## config.mk

```make
export PLATFORM = sky130hd
export DESIGN_NAME = fft_dmem_arbiter
export DESIGN_NICKNAME = d
export VERILOG_FILES = /design/src/rtl/fft_dmem_arbiter.sv
export SDC_FILE = /design/constraint.sdc
export NUM_CORES = 1
export LEC_CHECK = 0
export ABC_AREA = 1
export CAP_MARGIN = 20
export CORE_ASPECT_RATIO = 1.75
export CORE_MARGIN = 1
export CORE_UTILIZATION = 25
export CTS_CLUSTER_DIAMETER = 100
export DETAILED_ROUTE_END_ITERATION = 16
export GPL_TIMING_DRIVEN = 0
export PLACE_DENSITY = 0.68
export SYNTH_ARGS = -nofsm -noshare
export SYNTH_HDL_FRONTEND = slang
export SYNTH_SLANG_ARGS = --single-unit
```

## constraint.sdc

```tcl
create_clock -name clk -period 4.5 [get_ports clk]
set_input_delay 0.45 -clock clk [delete_from_list [all_inputs] [get_ports clk]]
set_output_delay 0.45 -clock clk [all_outputs]
set_load 0.1 [all_outputs]
```

## src/rtl/fft_dmem_arbiter.sv

```systemverilog
// Round-robin arbiter sharing the single-port FFT sample memory between the MCU (M0)
// and the butterfly engine (M1), with capped locked bursts and registered read return.
module fft_dmem_arbiter #(
  parameter int AW        = 9,
  parameter int DW        = 16,
  parameter int MAX_BURST = 16
) (
  input  logic          clk,
  input  logic          rst_n,
  input  logic          m0_req,
  input  logic          m0_we,
  input  logic          m0_lock,
  input  logic [AW-1:0] m0_addr,
  input  logic [DW-1:0] m0_wdata,
  output logic          m0_gnt,
  output logic [DW-1:0] m0_rdata,
  output logic          m0_rvalid,
  input  logic          m1_req,
  input  logic          m1_we,
  input  logic          m1_lock,
  input  logic [AW-1:0] m1_addr,
  input  logic [DW-1:0] m1_wdata,
  output logic          m1_gnt,
  output logic [DW-1:0] m1_rdata,
  output logic          m1_rvalid,
  output logic          mem_we,
  output logic [31:0]   mem_a,
  output logic [31:0]   mem_wd,
  input  logic [31:0]   mem_rd
);

  localparam int CW = (MAX_BURST > 1) ? $clog2(MAX_BURST) : 1;
  localparam logic [CW-1:0] CNT_LAST = CW'(MAX_BURST - 1);

  typedef enum logic [1:0] {OWN_NONE, OWN_M0, OWN_M1} owner_e;

  owner_e        owner_q, owner_d;
  logic          last_q, last_d;   // 1 = M1 was granted last
  logic [CW-1:0] cnt_q, cnt_d;
  logic          gnt0, gnt1, cont;
  logic          m0_rvalid_q, m1_rvalid_q;
  logic [DW-1:0] m0_rdata_q, m1_rdata_q;
  logic          unused_rd;

  assign unused_rd = ^mem_rd[31:DW];

  // Grants are gated by rst_n so an access cut by reset never reaches the RAM edge.
  always_comb begin
    gnt0 = 1'b0;
    gnt1 = 1'b0;
    cont = 1'b0;
    if (rst_n) begin
      if (owner_q == OWN_M0 && m0_req) begin
        if (!m1_req || cnt_q < CNT_LAST) begin
          gnt0 = 1'b1;
          cont = 1'b1;
        end else begin
          gnt1 = 1'b1;
        end
      end else if (owner_q == OWN_M1 && m1_req) begin
        if (!m0_req || cnt_q < CNT_LAST) begin
          gnt1 = 1'b1;
          cont = 1'b1;
        end else begin
          gnt0 = 1'b1;
        end
      end else if (m0_req && m1_req) begin
        gnt0 = last_q;
        gnt1 = !last_q;
      end else begin
        gnt0 = m0_req;
        gnt1 = m1_req;
      end
    end
  end

  always_comb begin
    mem_we = 1'b0;
    mem_a  = '0;
    mem_wd = '0;
    if (gnt0) begin
      mem_we = m0_we;
      mem_a  = 32'(m0_addr);
      mem_wd = 32'(m0_wdata);
    end else if (gnt1) begin
      mem_we = m1_we;
      mem_a  = 32'(m1_addr);
      mem_wd = 32'(m1_wdata);
    end
  end

  always_comb begin
    owner_d = OWN_NONE;
    last_d  = last_q;
    cnt_d   = '0;
    if (gnt0) begin
      owner_d = m0_lock ? OWN_M0 : OWN_NONE;
      last_d  = 1'b0;
    end else if (gnt1) begin
      owner_d = m1_lock ? OWN_M1 : OWN_NONE;
      last_d  = 1'b1;
    end
    // Counter saturates: it only sits at the cap while the other side is idle.
    if ((gnt0 || gnt1) && cont)
      cnt_d = (cnt_q == CNT_LAST) ? cnt_q : cnt_q + CW'(1);
  end

  always_ff @(posedge clk or negedge rst_n) begin
    if (!rst_n) begin
      owner_q     <= OWN_NONE;
      last_q      <= 1'b1;
      cnt_q       <= '0;
      m0_rvalid_q <= 1'b0;
      m1_rvalid_q <= 1'b0;
      m0_rdata_q  <= '0;
      m1_rdata_q  <= '0;
    end else begin
      owner_q     <= owner_d;
      last_q      <= last_d;
      cnt_q       <= cnt_d;
      m0_rvalid_q <= gnt0 && !m0_we;
      m1_rvalid_q <= gnt1 && !m1_we;
      if (gnt0 && !m0_we) m0_rdata_q <= mem_rd[DW-1:0];
      if (gnt1 && !m1_we) m1_rdata_q <= mem_rd[DW-1:0];
    end
  end

  assign m0_gnt    = gnt0;
  assign m1_gnt    = gnt1;
  assign m0_rvalid = m0_rvalid_q;
  assign m1_rvalid = m1_rvalid_q;
  assign m0_rdata  = m0_rdata_q;
  assign m1_rdata  = m1_rdata_q;

endmodule

```

# After elaboration in Yosys (flattened, before gate mapping)
# Cells that the tools add are included.
dict set report totals {
  reg_bits 41
  elab_cells 57
}
dict set report op_classes {
  n_addsub 1
  magnitude_cmp 1
  eq_ne 4
  mux 29
  reduce_logical 15
}
# cell count
set op_table {}
lappend op_table {{$mux 16} 2}
lappend op_table {{$mux 1} 20}
lappend op_table {{$mux 9} 2}
lappend op_table {{$mux 4} 2}
lappend op_table {{$logic_and 1x1->1} 6}
lappend op_table {{$mux 2} 3}
lappend op_table {{$logic_not 1->1} 5}
lappend op_table {{$add 4x1->4 const B} 1}
lappend op_table {{$eq 4x4->1 const B} 1}
lappend op_table {{$lt 4x4->1 const B} 1}
lappend op_table {{$logic_or 1x1->1} 3}
lappend op_table {{$eq 2x1->1 const B} 1}
lappend op_table {{$eq 2x2->1 const B} 1}
lappend op_table {{$ne 2x2->1 const B} 1}
lappend op_table {{$reduce_bool 2->1} 1}

# Longest topological paths before layout
dict set report depth {
  word_depth 9
  mapped_depth 11
}

# Worst setup path before layout
# OpenSTA, ideal clock, no wires.
dict set report synth_timing {
  kind {reg-to-output}
  from {reg cnt_q[0]}
  to {out mem_wd[10]}
  arrival_ns 2.337
  setup_slack_ns 1.713
  path_stages_with_launch 9
  n_path_buf 2
  cell_sequence {dfrtp_1 -> ha_1 -> nand3_4 -> o21ai_2 -> buf_6 -> a21boi_4 -> buf_6 -> nand2_1 -> nand2_1}
}
dict set report synth_via {
  elab_chain_cells 8
  word_cells_on_any_way 15
  classes_between {order compare: 1; mux: 12; reduce/logical: 2}
}
# element line
set synth_rtl {}
lappend synth_rtl {{start, declared} 39} ;# logic [CW-1:0] cnt_q, cnt_d;
lappend synth_rtl {{start signal, assigned} 120} ;# cnt_q <= cnt_d;
lappend synth_rtl {{$lt 4x4->1 (*)} {54, 61}}
lappend synth_rtl {{$logic_or 1x1->1} 61} ;# if (!m0_req || cnt_q < CNT_LAST) begin
lappend synth_rtl {{$mux 1} 61}
lappend synth_rtl {{$mux 1} 60} ;# end else if (owner_q == OWN_M1 && m1_req) begin
lappend synth_rtl {{$mux 1 (*)} 53} ;# if (owner_q == OWN_M0 && m0_req) begin
lappend synth_rtl {{$mux 1 (*)} 52} ;# if (rst_n) begin
lappend synth_rtl {{net m1_gnt} 23} ;# output logic m1_gnt,
lappend synth_rtl {{$mux 16 (*)} 85} ;# end else if (gnt1) begin
lappend synth_rtl {{$mux 16 (*)} 81} ;# if (gnt0) begin
lappend synth_rtl {{end, declared} 28} ;# output logic [31:0] mem_wd,
# The timed path passes the listed nets; every way through them passes the cells marked *.

# Worst setup path in the final report
dict set report layout_timing {
  from {in m0_req}
  to {out mem_wd[2]}
}
dict set report layout_via {
  elab_chain_cells 8
  word_cells_on_any_way 16
  classes_between {mux: 12; reduce/logical: 4}
}
# element line
set layout_rtl {}
lappend layout_rtl {{start, declared} 10} ;# input logic m0_req,
lappend layout_rtl {{$logic_not 1->1} 61}
lappend layout_rtl {{$logic_or 1x1->1} 61}
lappend layout_rtl {{$mux 1} 61}
lappend layout_rtl {{$mux 1} 60}
lappend layout_rtl {{$mux 1} 53}
lappend layout_rtl {{$mux 1} 52}
lappend layout_rtl {{$mux 16} 85}
lappend layout_rtl {{$mux 16 (*)} 81}
# Every way passes the cells marked *; elsewhere a longest branch is shown, timed or not.

==> flow_summary.toml <==
[setup_path]
r2r_start = "cnt_q[0]"
path_cells = "clkdlybuf4s50_1 -> inv_1 -> nor2_1 -> nand2_1 -> inv_1 -> o21ai_2 -> nand2_2 -> nand2_1 -> inv_2 -> buf_2 -> nand2_1 -> nand2_1 -> clkdlybuf4s50_1"
max_stage_delay_ps = 1160
path_class = "in2out"
worstPathRequired_ps = 4050
r2r-end = "m1_rdata[5]"
endpoint_kind = "primary output"
worstRegToRegCells = 8
cp-start-kind = "input pin"
worstPathArrival_ps = 3540
crit_buf_inv = 6
cp_top_family = "buffers and inverters"
r2r_setup_slack_ps = 2550
slowest_stage = "clkdlybuf4s50_1"
path_max_fanout = 10
critPathMostFrequentCell = "nand2_1"

[logic_synthesis]
synth_edf_count = 0
synth_area_mm2 = 0.00246
synth_ff_type = "dfrtp_1"
syn_inst = 325
synth_seq_cells = 41
synth.avg_cell_area_um2 = 7.56
ys_seq_area_frac = 0.418
async_flop_share = 1.00
synth_area_leaders = "dfrtp_1 (41%), nand2_1 (24%), buf_4 (12%)"
synth_top_area_frac = 0.408
yosysWarningCount = 0
ys_types = 29
yosysTopAreaCell = "dfrtp_1"

[global_routing]
grt_usage = 0.161
grt_max_degree = 37
grt_pass1_vias = 2694
antenna_found_initial = 0
grt.overflow.total = 0
grt_pass1_wl_um = 12900

[floorplanning]
die_h_um = 133
core_area_mm2 = 0.00953
io_pins = 191
dieArea_mm2 = 0.0102
start_util = 0.258
die_w_um = 76.9
rows = 47

[clocking]
cts-buffers-inserted = 5
clock-sinks = 41
cts_setup_buffers = 0
h-tree-depth = 2
tritoncts = "built"
cts.clk_slew.worst_paths_ps = 60
post_cts_resize_count = 0
insertion_delay_ps = 290
clock_path_buffers = 2
cts_root_buffer = "clkbuf_16"
hold_buffers = 0

[cells_and_area]
areaGrowthSynthToFinish_pct = 74.7
fin_nets = 597
num_antenna_cells = 0
fillers = 964
layout-drive-gt1-share = 0.132

[timing]
max_slew_margin = 0.289
clock_skew_ps = 6.81
fin_crit_ps = 3990
hold_ws_ps = 15.0
rsz0062_at_grt = "no"
worst_pin_slew_ps = 1060
final_hold_viol_count = 0
finalSetupViolCount = 0
drv_slew = 0
setup_slack_ps = 513
finalCritPeriodShare = 0.886
tns_ps = 0
fmax_mhz = 251

[route]
wl_per_cell_um = 12.6
avgViaCountPerCell = 4.27
routed_wl_um = 7940
drc = 0
firstDrtPassIters = 4
drt_iter0_drc = 174
ant_nets = 0
vias = 2684

[placed_design]
port_buffers = 135
pre_cts_ws_ps = 493
dp_hpwl_um = 6630
place.gp.congestion = 0.752

[pwr]
peakVddDrop_v = 0.000362
total_leakage_power_uw = 0.00219
powerDensity_mw_per_mm2 = 569

[run]
max_cap_violations = 0

[status]
outcome = "completed"

[hold_path]
min_path_type = "in2async"
[area by class of cell]
| cell class | instances | area, um2 | share of cell area |
|---|---|---|---|
| Sequential cell | 41 | 1030 | 0.239 |
| Clock inverter | 1 | 30.0 | 0.00700 |
| Multi-Input combinational cell | 256 | 1140 | 0.267 |
| Timing Repair Buffer | 136 | 1370 | 0.318 |
| Buffer | 53 | 379 | 0.0884 |
| Clock buffer | 7 | 143 | 0.0332 |
| Tap cell | 122 | 153 | 0.0356 |
| Inverter | 13 | 48.8 | 0.0114 |
[how the worst max path moves through the flow]
stage	start	endpoint	slack (ps)	depth (start not counted)
6_report	m0_req	mem_wd[2]	510	13
5_1_grt	m0_req	mem_wd[2]	250	13
3_3_place_gp	rst_n	mem_wd[7]	-660	7
3_5_place_dp	m0_req	mem_wd[2]	490	13
4_1_cts	m0_req	mem_wd[2]	490	13
2_1_floorplan	cnt_q[0]	mem_wd[10]	1710	8
[through the flow]
step | std cells | utilization | instance area [um2] | power (uW)
3_5_place_dp | 621 | 0.432 | 4120 | 2040
3_3_place_gp | 620 | 0.431 | 4100 | 2030
2_1_floorplan | 363 | - | 2600 | 1670
6_report | 629 | 0.450 | 4290 | 2440
5_1_grt | 629 | 0.450 | 4290 | 2520
4_1_cts | 629 | 0.450 | 4290 | 2450
[state kept, by name, summed over array words and instances, names as in the netlist]
name       flops
cnt_q          4
last_q         1
m0_rdata      16
m0_rvalid      1
m1_rdata      16
m1_rvalid      1
owner_q        2
[power by group]
group,switching (uW),leakage [uW],internal (uW)
clock network,136,0.0000841,277
logic,1190,0.00159,328
registers,50.4,0.000523,459
[kinds of logic (layout without fill, tap and decap cells)]
kind of cell | count (synthesis) | count (layout) | synth area share
AOI/OAI and AO/OA | 8 | 8 | 0.0245
DFF | 41 | 41 | 0.418
adders and majority gates | 1 | 1 | 0.00509
buffers and inverters | 66 | 210 | 0.174
xor gates and xnor gates | 3 | 3 | 0.0107
and+or+nand+nor | 204 | 204 | 0.362
other | 1 | 39 | 0.00153
muxes | 1 | 1 | 0.00408
[cells in the mapped netlist, types with 2 or more instances]
library cell / number
clkbuf_1: 4
clkinv_1: 2
nor2_1: 6
buf_6: 3
dfrtp_1: 40
inv_1: 10
nand4_1: 33
buf_2: 6
xnor2_1: 2
a21oi_1: 4
nand3_1: 4
buf_4: 40
nand2_1: 155
[routing by layer]
metal | up-vias | track usage | share of wire | wire length (um)
li1 | 1326 | - | - | -
met1 | 1165 | 0.174 | 0.37 | 2900
met2 | 183 | 0.302 | 0.51 | 4090
met3 | 10 | 0.0384 | 0.10 | 831
met4 | 0 | 0.0545 | 0.015 | 121
met5 | - | 0 | 0 | 0
[cells in the final DEF (no fill, tap or decap), types with 2 or more instances in the layout]
cell	n
nand2_1	155
clkdlybuf4s50_1	134
buf_4	40
dfrtp_1	40
conb_1	39
nand4_1	33
inv_1	10
buf_2	7
nor2_1	6
clkbuf_1	5
clkbuf_16	5
nand3_1	4
a21oi_1	4
buf_6	3
clkinv_1	2
xnor2_1	2
Power figures use the tool's default switching activity.
